--- src/rtl/transmitter_ash_pkg.sv ---
// Shared UART definitions for the transmit and receive paths.
//   - uart_state_t : frame-sequencing state encoding, common to TX and RX
//   - DEFAULT_OVERSAMPLE / DEFAULT_DATA_BITS / FRAME_BITS : frame geometry
//   - frame_cycles() : clk cycles occupied by one complete frame
package uart_ash_pkg;

    localparam int unsigned DEFAULT_OVERSAMPLE = 16;
    localparam int unsigned DEFAULT_DATA_BITS  = 8;
    // start + data + parity + stop
    localparam int unsigned FRAME_BITS         = DEFAULT_DATA_BITS + 3;

    typedef enum logic [2:0] {
        IDLE   = 3'b000,
        START  = 3'b001,
        DATA   = 3'b010,
        PARITY = 3'b011,
        STOP   = 3'b100
    } uart_state_t;

    function automatic int unsigned frame_cycles(input int unsigned data_bits,
                                                 input int unsigned oversample);
        return (data_bits + 3) * oversample;
    endfunction

endpackage

--- src/rtl/transmitter_ash_if.sv ---
// Byte-source to UART-transmitter bus.
//   TX_Data  : byte to send (host -> tx)
//   Valid_tx : TX_Data valid (host -> tx)
//   Ready_tx : transmitter accepts a byte this cycle (tx -> host)
//   TXD      : serial line, idles high (tx -> pin)
//   Busy     : frame in progress (tx -> host)
//   TX_Done  : one-cycle pulse on the last stop-bit cycle (tx -> host)
// Modports: master = byte source, slave = transmitter.
interface transmitter_ash_if
    import uart_ash_pkg::*;
#(
    parameter int unsigned DATA_BITS = DEFAULT_DATA_BITS
) ();

    logic [DATA_BITS-1:0] TX_Data;
    logic                 Valid_tx;
    logic                 Ready_tx;
    logic                 TXD;
    logic                 Busy;
    logic                 TX_Done;

    modport master (
        output TX_Data,
        output Valid_tx,
        input  Ready_tx,
        input  TXD,
        input  Busy,
        input  TX_Done
    );

    modport slave (
        input  TX_Data,
        input  Valid_tx,
        output Ready_tx,
        output TXD,
        output Busy,
        output TX_Done
    );

endinterface

--- src/rtl/transmitter_ash_bit_timer.sv ---
// uart_bit_timer: oversample counter that delimits serial bit periods.
//   clk        : clock, rising edge
//   clear      : synchronous clear, holds the count at 0
//   sample_cnt : position within the current bit, 0..OVERSAMPLE-1
//   bit_end    : high on the last cycle of a bit (sample_cnt == OVERSAMPLE-1)
// The count wraps to 0 on every bit boundary; shared by the TX and RX paths.
module uart_bit_timer
    import uart_ash_pkg::*;
#(
    parameter  int unsigned OVERSAMPLE = DEFAULT_OVERSAMPLE,
    localparam int unsigned CNT_W      = $clog2(OVERSAMPLE)
) (
    input  logic             clk,
    input  logic             clear,
    output logic [CNT_W-1:0] sample_cnt,
    output logic             bit_end
);

    assign bit_end = (sample_cnt == CNT_W'(OVERSAMPLE - 1));

    always_ff @(posedge clk) begin
        if (clear || bit_end) begin
            sample_cnt <= '0;
        end else begin
            sample_cnt <= sample_cnt + 1'b1;
        end
    end

endmodule

--- src/rtl/transmitter_ash.sv ---
// transmitter_ash: UART transmit engine.
// Serialises one byte per valid/ready handshake into an 11-bit frame
// (start 0, DATA_BITS data LSB first, even parity, stop 1), each bit held
// OVERSAMPLE clk cycles.
//   clk   : clock, rising edge
//   reset : synchronous, active-high; aborts any frame in flight
//   bus   : transmitter_ash_if.slave (TX_Data, Valid_tx, Ready_tx, TXD, Busy, TX_Done)
// Build option: define TX_BUF_EN for a one-entry holding buffer that lets
// the source queue the next byte while a frame is on the line, giving
// gap-free back-to-back frames.
module transmitter_ash
    import uart_ash_pkg::*;
#(
    parameter int unsigned OVERSAMPLE = DEFAULT_OVERSAMPLE,
    parameter int unsigned DATA_BITS  = DEFAULT_DATA_BITS
) (
    input  logic               clk,
    input  logic               reset,
    transmitter_ash_if.slave   bus
);

    localparam int unsigned CNT_W = $clog2(OVERSAMPLE);
    localparam int unsigned IDX_W = $clog2(DATA_BITS);

    uart_state_t          state;
    logic [DATA_BITS-1:0] shift;
    logic                 parity;
    logic [IDX_W-1:0]     bit_idx;
    logic                 txd;
    logic                 busy;
    logic                 tx_done;

    logic [CNT_W-1:0]     sample_cnt;
    logic                 bit_end;
    logic                 handshake;

    uart_bit_timer #(
        .OVERSAMPLE (OVERSAMPLE)
    ) u_bit_timer (
        .clk        (clk),
        .clear      (reset || (state == IDLE)),
        .sample_cnt (sample_cnt),
        .bit_end    (bit_end)
    );

    assign handshake   = bus.Valid_tx && bus.Ready_tx;
    assign bus.TXD     = txd;
    assign bus.Busy    = busy;
    assign bus.TX_Done = tx_done;

`ifdef TX_BUF_EN
    logic [DATA_BITS-1:0] hold_data;
    logic                 hold_parity;
    logic                 hold_full;
    logic                 pop_at_stop;

    // On the final stop cycle a full buffer drains into the shift register,
    // so a new byte can be taken in that same cycle.
    assign pop_at_stop  = hold_full && (state == STOP) && bit_end;
    assign bus.Ready_tx = (!hold_full || pop_at_stop) && !reset;
`else
    assign bus.Ready_tx = (state == IDLE) && !reset;
`endif

    always_ff @(posedge clk) begin
        if (reset) begin
            state   <= IDLE;
            shift   <= '0;
            parity  <= 1'b0;
            bit_idx <= '0;
            txd     <= 1'b1;
            busy    <= 1'b0;
            tx_done <= 1'b0;
`ifdef TX_BUF_EN
            hold_data   <= '0;
            hold_parity <= 1'b0;
            hold_full   <= 1'b0;
`endif
        end else begin
            // Registered pulse: decided one cycle early so it lines up with
            // the last stop-bit cycle.
            tx_done <= (state == STOP) && (sample_cnt == CNT_W'(OVERSAMPLE - 2));

            case (state)
                IDLE: begin
                    txd  <= 1'b1;
                    busy <= 1'b0;
`ifdef TX_BUF_EN
                    // A byte pushed on the very last stop cycle of an unbuffered
                    // frame lands in the buffer; launch it from here.
                    if (hold_full) begin
                        shift   <= hold_data;
                        parity  <= hold_parity;
                        state   <= START;
                        txd     <= 1'b0;
                        busy    <= 1'b1;
                    end else if (handshake) begin
                        shift   <= bus.TX_Data;
                        parity  <= ^bus.TX_Data;
                        state   <= START;
                        txd     <= 1'b0;
                        busy    <= 1'b1;
                    end
`else
                    if (handshake) begin
                        shift   <= bus.TX_Data;
                        parity  <= ^bus.TX_Data;
                        state   <= START;
                        txd     <= 1'b0;
                        busy    <= 1'b1;
                    end
`endif
                end

                START: begin
                    if (bit_end) begin
                        state   <= DATA;
                        bit_idx <= '0;
                        txd     <= shift[0];
                    end
                end

                DATA: begin
                    if (bit_end) begin
                        if (bit_idx == IDX_W'(DATA_BITS - 1)) begin
                            state <= PARITY;
                            txd   <= parity;
                        end else begin
                            shift   <= shift >> 1;
                            txd     <= shift[1];
                            bit_idx <= bit_idx + 1'b1;
                        end
                    end
                end

                PARITY: begin
                    if (bit_end) begin
                        state <= STOP;
                        txd   <= 1'b1;
                    end
                end

                STOP: begin
                    if (bit_end) begin
`ifdef TX_BUF_EN
                        if (hold_full) begin
                            shift  <= hold_data;
                            parity <= hold_parity;
                            state  <= START;
                            txd    <= 1'b0;
                        end else begin
                            state <= IDLE;
                            busy  <= 1'b0;
                            txd   <= 1'b1;
                        end
`else
                        state <= IDLE;
                        busy  <= 1'b0;
                        txd   <= 1'b1;
`endif
                    end
                end

                default: begin
                    state <= IDLE;
                    busy  <= 1'b0;
                    txd   <= 1'b1;
                end
            endcase

`ifdef TX_BUF_EN
            // Push has priority over pop so a same-cycle refill keeps it full.
            if (handshake && (state != IDLE)) begin
                hold_data   <= bus.TX_Data;
                hold_parity <= ^bus.TX_Data;
                hold_full   <= 1'b1;
            end else if (hold_full && ((state == IDLE) || pop_at_stop)) begin
                hold_full <= 1'b0;
            end
`endif
        end
    end

endmodule
--- src/flat_wrapper.sv ---
// flat-port wrapper written by rule: the top's interface ports become plain ports
module transmitter_ash_flat import uart_ash_pkg::*;
#(
    parameter int unsigned OVERSAMPLE = DEFAULT_OVERSAMPLE,
    parameter int unsigned DATA_BITS  = DEFAULT_DATA_BITS
)
  (clk, reset, bus_TX_Data, bus_Valid_tx, bus_Ready_tx, bus_TXD, bus_Busy, bus_TX_Done);
  transmitter_ash_if #(.DATA_BITS(DATA_BITS)) bus_i ();
  input  logic clk;
  input  logic reset;
  input wire logic [$bits(bus_i.TX_Data)-1:0] bus_TX_Data;
  input wire logic [$bits(bus_i.Valid_tx)-1:0] bus_Valid_tx;
  output wire logic [$bits(bus_i.Ready_tx)-1:0] bus_Ready_tx;
  output wire logic [$bits(bus_i.TXD)-1:0] bus_TXD;
  output wire logic [$bits(bus_i.Busy)-1:0] bus_Busy;
  output wire logic [$bits(bus_i.TX_Done)-1:0] bus_TX_Done;
  assign bus_i.TX_Data = bus_TX_Data;
  assign bus_i.Valid_tx = bus_Valid_tx;
  assign bus_Ready_tx = bus_i.Ready_tx;
  assign bus_TXD = bus_i.TXD;
  assign bus_Busy = bus_i.Busy;
  assign bus_TX_Done = bus_i.TX_Done;
  transmitter_ash #(.OVERSAMPLE(OVERSAMPLE), .DATA_BITS(DATA_BITS)) u_core (.clk(clk), .reset(reset), .bus(bus_i));
endmodule
--- config.mk ---
export PLATFORM = sky130hd
export DESIGN_NAME = transmitter_ash_flat
export DESIGN_NICKNAME = d
export VERILOG_FILES = /design/src/rtl/transmitter_ash_pkg.sv /design/src/rtl/transmitter_ash_if.sv /design/src/rtl/transmitter_ash_bit_timer.sv /design/src/rtl/transmitter_ash.sv /design/src/flat_wrapper.sv
export SDC_FILE = /design/constraint.sdc
export NUM_CORES = 1
export LEC_CHECK = 0
export BUFFER_PORTS_ARGS = -buffer_cell sky130_fd_sc_hd__buf_2
export CAP_MARGIN = 40
export CORE_ASPECT_RATIO = 0.8
export CORE_MARGIN = 2
export CORE_UTILIZATION = 45
export CTS_CLUSTER_DIAMETER = 50
export DETAILED_ROUTE_END_ITERATION = 7
export PLACE_DENSITY = 0.72
export SETUP_SLACK_MARGIN = 0.3
export SLEW_MARGIN = 15
export SYNTH_ARGS = -nofsm -noshare
export SYNTH_HDL_FRONTEND = slang
export SYNTH_SLANG_ARGS = --single-unit
--- constraint.sdc ---
create_clock -name clk -period 2.65 [get_ports clk]
set_input_delay 0.53 -clock clk [delete_from_list [all_inputs] [get_ports clk]]
set_output_delay 0.53 -clock clk [all_outputs]
set_load 0.03 [all_outputs]
==> metrics.txt <==
# TYPE chip_impl_metric gauge
chip_impl_metric{name="clk_buf_depth",unit=""} 2
chip_impl_metric{name="worst_r2r_path_depth",unit=""} 5
chip_impl_metric{name="postSynthAreaPerCell",unit="sq um"} 9.32
chip_impl_metric{name="number_of_nets_in_the_layout",unit=""} 153
chip_impl_info{name="post_synth_most_frequent_cells",value="sky130_fd_sc_hd__dfxtp_1 (22), sky130_fd_sc_hd__nor2_1 (14), sky130_fd_sc_hd__xnor2_1 (9), sky130_fd_sc_hd__a21oi_1 (7), sky130_fd_sc_hd__mux2i_1 (7)"} 1
chip_impl_metric{name="areaGrowthSynthToFinish",unit="%"} 10.6
chip_impl_metric{name="design.portCount",unit=""} 15
chip_impl_info{name="setup_repair_after_global_routing_missed_its_margin",value="no"} 1
chip_impl_metric{name="grt_pass1_vias",unit=""} 810
chip_impl_metric{name="cts_hold_repair.buffers",unit=""} 0
chip_impl_metric{name="hold_viol",unit=""} 0
chip_impl_metric{name="cts.repair_timing.setup_buffer_count",unit=""} 0
chip_impl_metric{name="drt-pass1-iter-count",unit=""} 4
chip_impl_metric{name="max_stage_delay",unit="ns"} 0.44
chip_impl_metric{name="whs_path_depth",unit=""} 2
chip_impl_metric{name="dr.first_iter.drc_count",unit=""} 13
chip_impl_info{name="timing.rr.end",value="u_core.shift[2]$_SDFFE_PP0P_"} 1
chip_impl_info{name="netlist_top_cells_area",value="sky130_fd_sc_hd__dfxtp_1 (38%), sky130_fd_sc_hd__xnor2_1 (6.8%), sky130_fd_sc_hd__mux2i_1 (6.0%)"} 1
chip_impl_metric{name="clk_pin_slew",unit="ns"} 0.13
chip_impl_metric{name="fillerInstances",unit=""} 234
chip_impl_metric{name="synthCells",unit=""} 125
chip_impl_metric{name="stdcell_count",unit=""} 173
chip_impl_metric{name="sequential_fraction_of_the_synthesis_area",unit="%"} 37.8
chip_impl_metric{name="yosys.cell_types.count",unit=""} 37
chip_impl_info{name="timing.critical_path.max_delay_family",value="simple AND/OR/NAND/NOR gates"} 1
chip_impl_metric{name="wl_per_instance",unit="um"} 12.1
chip_impl_metric{name="post_cts_resized",unit=""} 0
chip_impl_metric{name="netlist.area_leader.share",unit="%"} 37.8
chip_impl_metric{name="placementRows",unit=""} 16
chip_impl_metric{name="required",unit="ns"} 2.12
chip_impl_metric{name="setup_tns",unit="ns"} 0
chip_impl_info{name="dominantRegCellSynth",value="sky130_fd_sc_hd__dfxtp_1"} 1
chip_impl_metric{name="cts_htree_levels",unit=""} 1
chip_impl_info{name="setup.worst_path.start_class",value="register"} 1
chip_impl_metric{name="setup_slack",unit="ns"} 0.605
chip_impl_metric{name="power.density",unit="nW/um^2"} 496
chip_impl_metric{name="placed_cells_incl_taps",unit=""} 169
chip_impl_metric{name="leakagePower",unit="nW"} 0.455
chip_impl_metric{name="synth_fp_nets",unit=""} 140
chip_impl_metric{name="antenna_found_initial",unit=""} 0
chip_impl_metric{name="achievable-frequency",unit="MHz"} 489
chip_impl_metric{name="start_util",unit="%"} 47.3
chip_impl_info{name="cp_slowest_cell",value="sky130_fd_sc_hd__dfxtp_1"} 1
chip_impl_metric{name="antenna_cells",unit=""} 0
chip_impl_metric{name="grt_max_degree",unit=""} 23
chip_impl_metric{name="critPathBufInv",unit=""} 1
chip_impl_metric{name="cts.sink_count",unit=""} 22
chip_impl_info{name="timing.hold.worst.start",value="bus_Valid_tx"} 1
chip_impl_metric{name="layout-drive-gt1-share",unit="%"} 21.2
chip_impl_metric{name="gp_routability_congestion",unit=""} 0.786
chip_impl_info{name="min_delay_worst_endpoint",value="u_core.parity$_SDFFE_PP0P_"} 1
chip_impl_metric{name="grt_pass1_wl",unit="mm"} 3.59
chip_impl_info{name="worstReg2RegStart",value="u_core.u_bit_timer.sample_cnt[0]$_SDFF_PP0_"} 1
chip_impl_metric{name="viasPerCell",unit=""} 5.22
chip_impl_metric{name="maxCapViolCount",unit=""} 0
chip_impl_info{name="cp_cell_sequence",value="or2_2, nor3_1, buf_2"} 1
chip_impl_metric{name="drt.antenna.violating_nets",unit=""} 0
chip_impl_metric{name="cts-buffers-inserted",unit=""} 3
chip_impl_metric{name="setup_violations",unit=""} 0
chip_impl_metric{name="arrival",unit="ns"} 1.52
chip_impl_info{name="run_status",value="finished, final reports clean"} 1
chip_impl_metric{name="worst_skew_pair.late_latency",unit="ns"} 0.31
chip_impl_metric{name="dpl.hpwl",unit="mm"} 1.51
chip_impl_metric{name="total_wire_length_after_detailed_routing",unit="mm"} 2.09
chip_impl_metric{name="die_width",unit="um"} 60.9
chip_impl_metric{name="timing.clock.skew",unit="ns"} 0.00571
chip_impl_info{name="tritoncts",value="yes"} 1
chip_impl_metric{name="period_minus_slack",unit="ns"} 2.05
chip_impl_info{name="path_class",value="reg -> out"} 1
chip_impl_metric{name="grt_remaining_overflow",unit=""} 0
chip_impl_metric{name="async_reset_ff_share",unit="%"} 0
chip_impl_metric{name="drc",unit=""} 0
chip_impl_metric{name="coreArea",unit="sq um"} 2460
chip_impl_info{name="synth.largest_area_cell",value="sky130_fd_sc_hd__dfxtp_1"} 1
chip_impl_metric{name="worst_ir_drop_vdd",unit="V"} 0.000345
chip_impl_info{name="timing.hold.worst.class",value="in -> reg"} 1
chip_impl_metric{name="finalMaxSlewViolations",unit=""} 0
chip_impl_metric{name="die_y",unit="um"} 49.5
chip_impl_metric{name="crit_path_max_fanout",unit=""} 12
chip_impl_info{name="clock-root-buffer",value="sky130_fd_sc_hd__clkbuf_4"} 1
chip_impl_info{name="synth.most_common_cell",value="sky130_fd_sc_hd__dfxtp_1"} 1
chip_impl_metric{name="total_routing_usage_reported_by_global_routing",unit="%"} 15.6
chip_impl_metric{name="placement.io_buffers",unit=""} 14
chip_impl_info{name="setup.worst_path.end_class",value="output pin"} 1
chip_impl_metric{name="slew_headroom",unit="%"} 57.0
chip_impl_metric{name="fp.dieArea",unit="sq um"} 3010
chip_impl_metric{name="ys.warnings.count",unit=""} 0
chip_impl_metric{name="worst_slew_pin_slew",unit="ns"} 0.645
chip_impl_metric{name="finish.utilization",unit="%"} 52.3
chip_impl_metric{name="syn-cell-area",unit="sq um"} 1160
chip_impl_metric{name="dp_worst_setup_slack",unit="ns"} 0.529
chip_impl_metric{name="dr_total_vias",unit=""} 903
chip_impl_metric{name="register_bit_count_reported_by_yosys",unit=""} 22
chip_impl_metric{name="synth_edf_count",unit=""} 0
chip_impl_metric{name="layout_worst_path_cycle_share",unit="%"} 77.2
chip_impl_metric{name="ff2ff_setup_slack",unit="ns"} 0.62
[worst register-to-register path: stages (launching register included)]
cell,delay [ns]
sky130_fd_sc_hd__dfxtp_1,0.40
sky130_fd_sc_hd__ha_1,0.22
sky130_fd_sc_hd__nand3_1,0.27
sky130_fd_sc_hd__a221oi_4,0.70
sky130_fd_sc_hd__nor2_1,0.10
sky130_fd_sc_hd__a211oi_1,0.26
[worst max-delay path by stage]
stage,from,end,slack [ns],cells after the start
global route,u_core.u_bit_timer.sample_cnt[0]$_SDFF_PP0_,u_core.shift[2]$_SDFFE_PP0P_,0.41,5
CTS,u_core.u_bit_timer.sample_cnt[0]$_SDFF_PP0_,u_core.shift[2]$_SDFFE_PP0P_,0.60,5
global placement,bus_Valid_tx,u_core.shift[4]$_SDFFE_PP0P_,0.64,5
floorplan,reset,bus_Ready_tx,0.68,2
finish,u_core.state[2]$_SDFFE_PP0P_,bus_Ready_tx,0.60,3
detailed placement,bus_Valid_tx,u_core.shift[2]$_SDFFE_PP0P_,0.53,5
[cell families (layout without fill, tap and decap cells)]
kind of cell | count (synthesis) | after routing | share of synthesized area, %
AO/OA/AOI/OAI | 25 | 25 | 17.6
XOR/XNOR | 10 | 10 | 7.52
adder cells (fa/ha/maj) | 4 | 4 | 4.30
buffers and inverters | 9 | 21 | 3.65
flip-flops | 22 | 22 | 37.8
multiplexers | 8 | 8 | 6.98
AND/OR/NAND/NOR | 47 | 47 | 22.1
[cells in the final DEF (no fill, tap or decap), types with 6 or more instances in the layout]
cell type                  instances
sky130_fd_sc_hd__a21oi_1           7
sky130_fd_sc_hd__buf_2            14
sky130_fd_sc_hd__dfxtp_1          22
sky130_fd_sc_hd__mux2i_1           7
sky130_fd_sc_hd__nand2b_1          6
sky130_fd_sc_hd__nand3_1           6
sky130_fd_sc_hd__nor2_1           14
sky130_fd_sc_hd__xnor2_1           9
[cell type report]
| cell class | count | area (sq um) | area share (%) |
|---|---|---|---|
| clock buffers | 4 | 36.3 | 2.82 |
| inverters | 2 | 7.51 | 0.583 |
| multi-input cells | 94 | 682 | 52.9 |
| flip-flops and latches | 22 | 440 | 34.2 |
| well taps | 36 | 45.0 | 3.50 |
| repair buffers | 15 | 77.6 | 6.02 |
[report_power, final]
group | leakage, nW | switching, mW | internal, mW
combinational | 0.254 | 0.0514 | 0.0437
sequential | 0.180 | 0.0105 | 0.346
clock | 0.0210 | 0.104 | 0.0838
total | 0.455 | 0.166 | 0.473
[sequential cells by signal, summed over array words and instances, names as in the netlist]
register	count
u_core.state	3
u_core.u_bit_timer.sample_cnt	4
u_core.shift	8
u_core.bus.Busy	1
u_core.bus.TX_Done	1
u_core.bus.TXD	1
u_core.parity	1
u_core.bit_idx	3
[layer usage]
metal / routed length (um) / up-vias / track usage (%)
li1: - / 471 / -
met1: 1040 / 419 / 21.0
met2: 963 / 11 / 25.3
met3: 73 / 2 / 4.72
met4: 15 / 0 / 2.17
met5: 0 / - / 0
[metrics by stage]
stage          total power [mW]  area [sq um]  hold WS, ns
2_1_floorplan             0.435          1160        0.430
3_3_place_gp              0.456          1250        0.447
3_5_place_dp              0.459          1250        0.459
4_1_cts                   0.643          1290        0.471
5_1_grt                   0.667          1290        0.485
6_report                  0.639          1290        0.477
No activity file was read; power rests on OpenSTA's default activity.
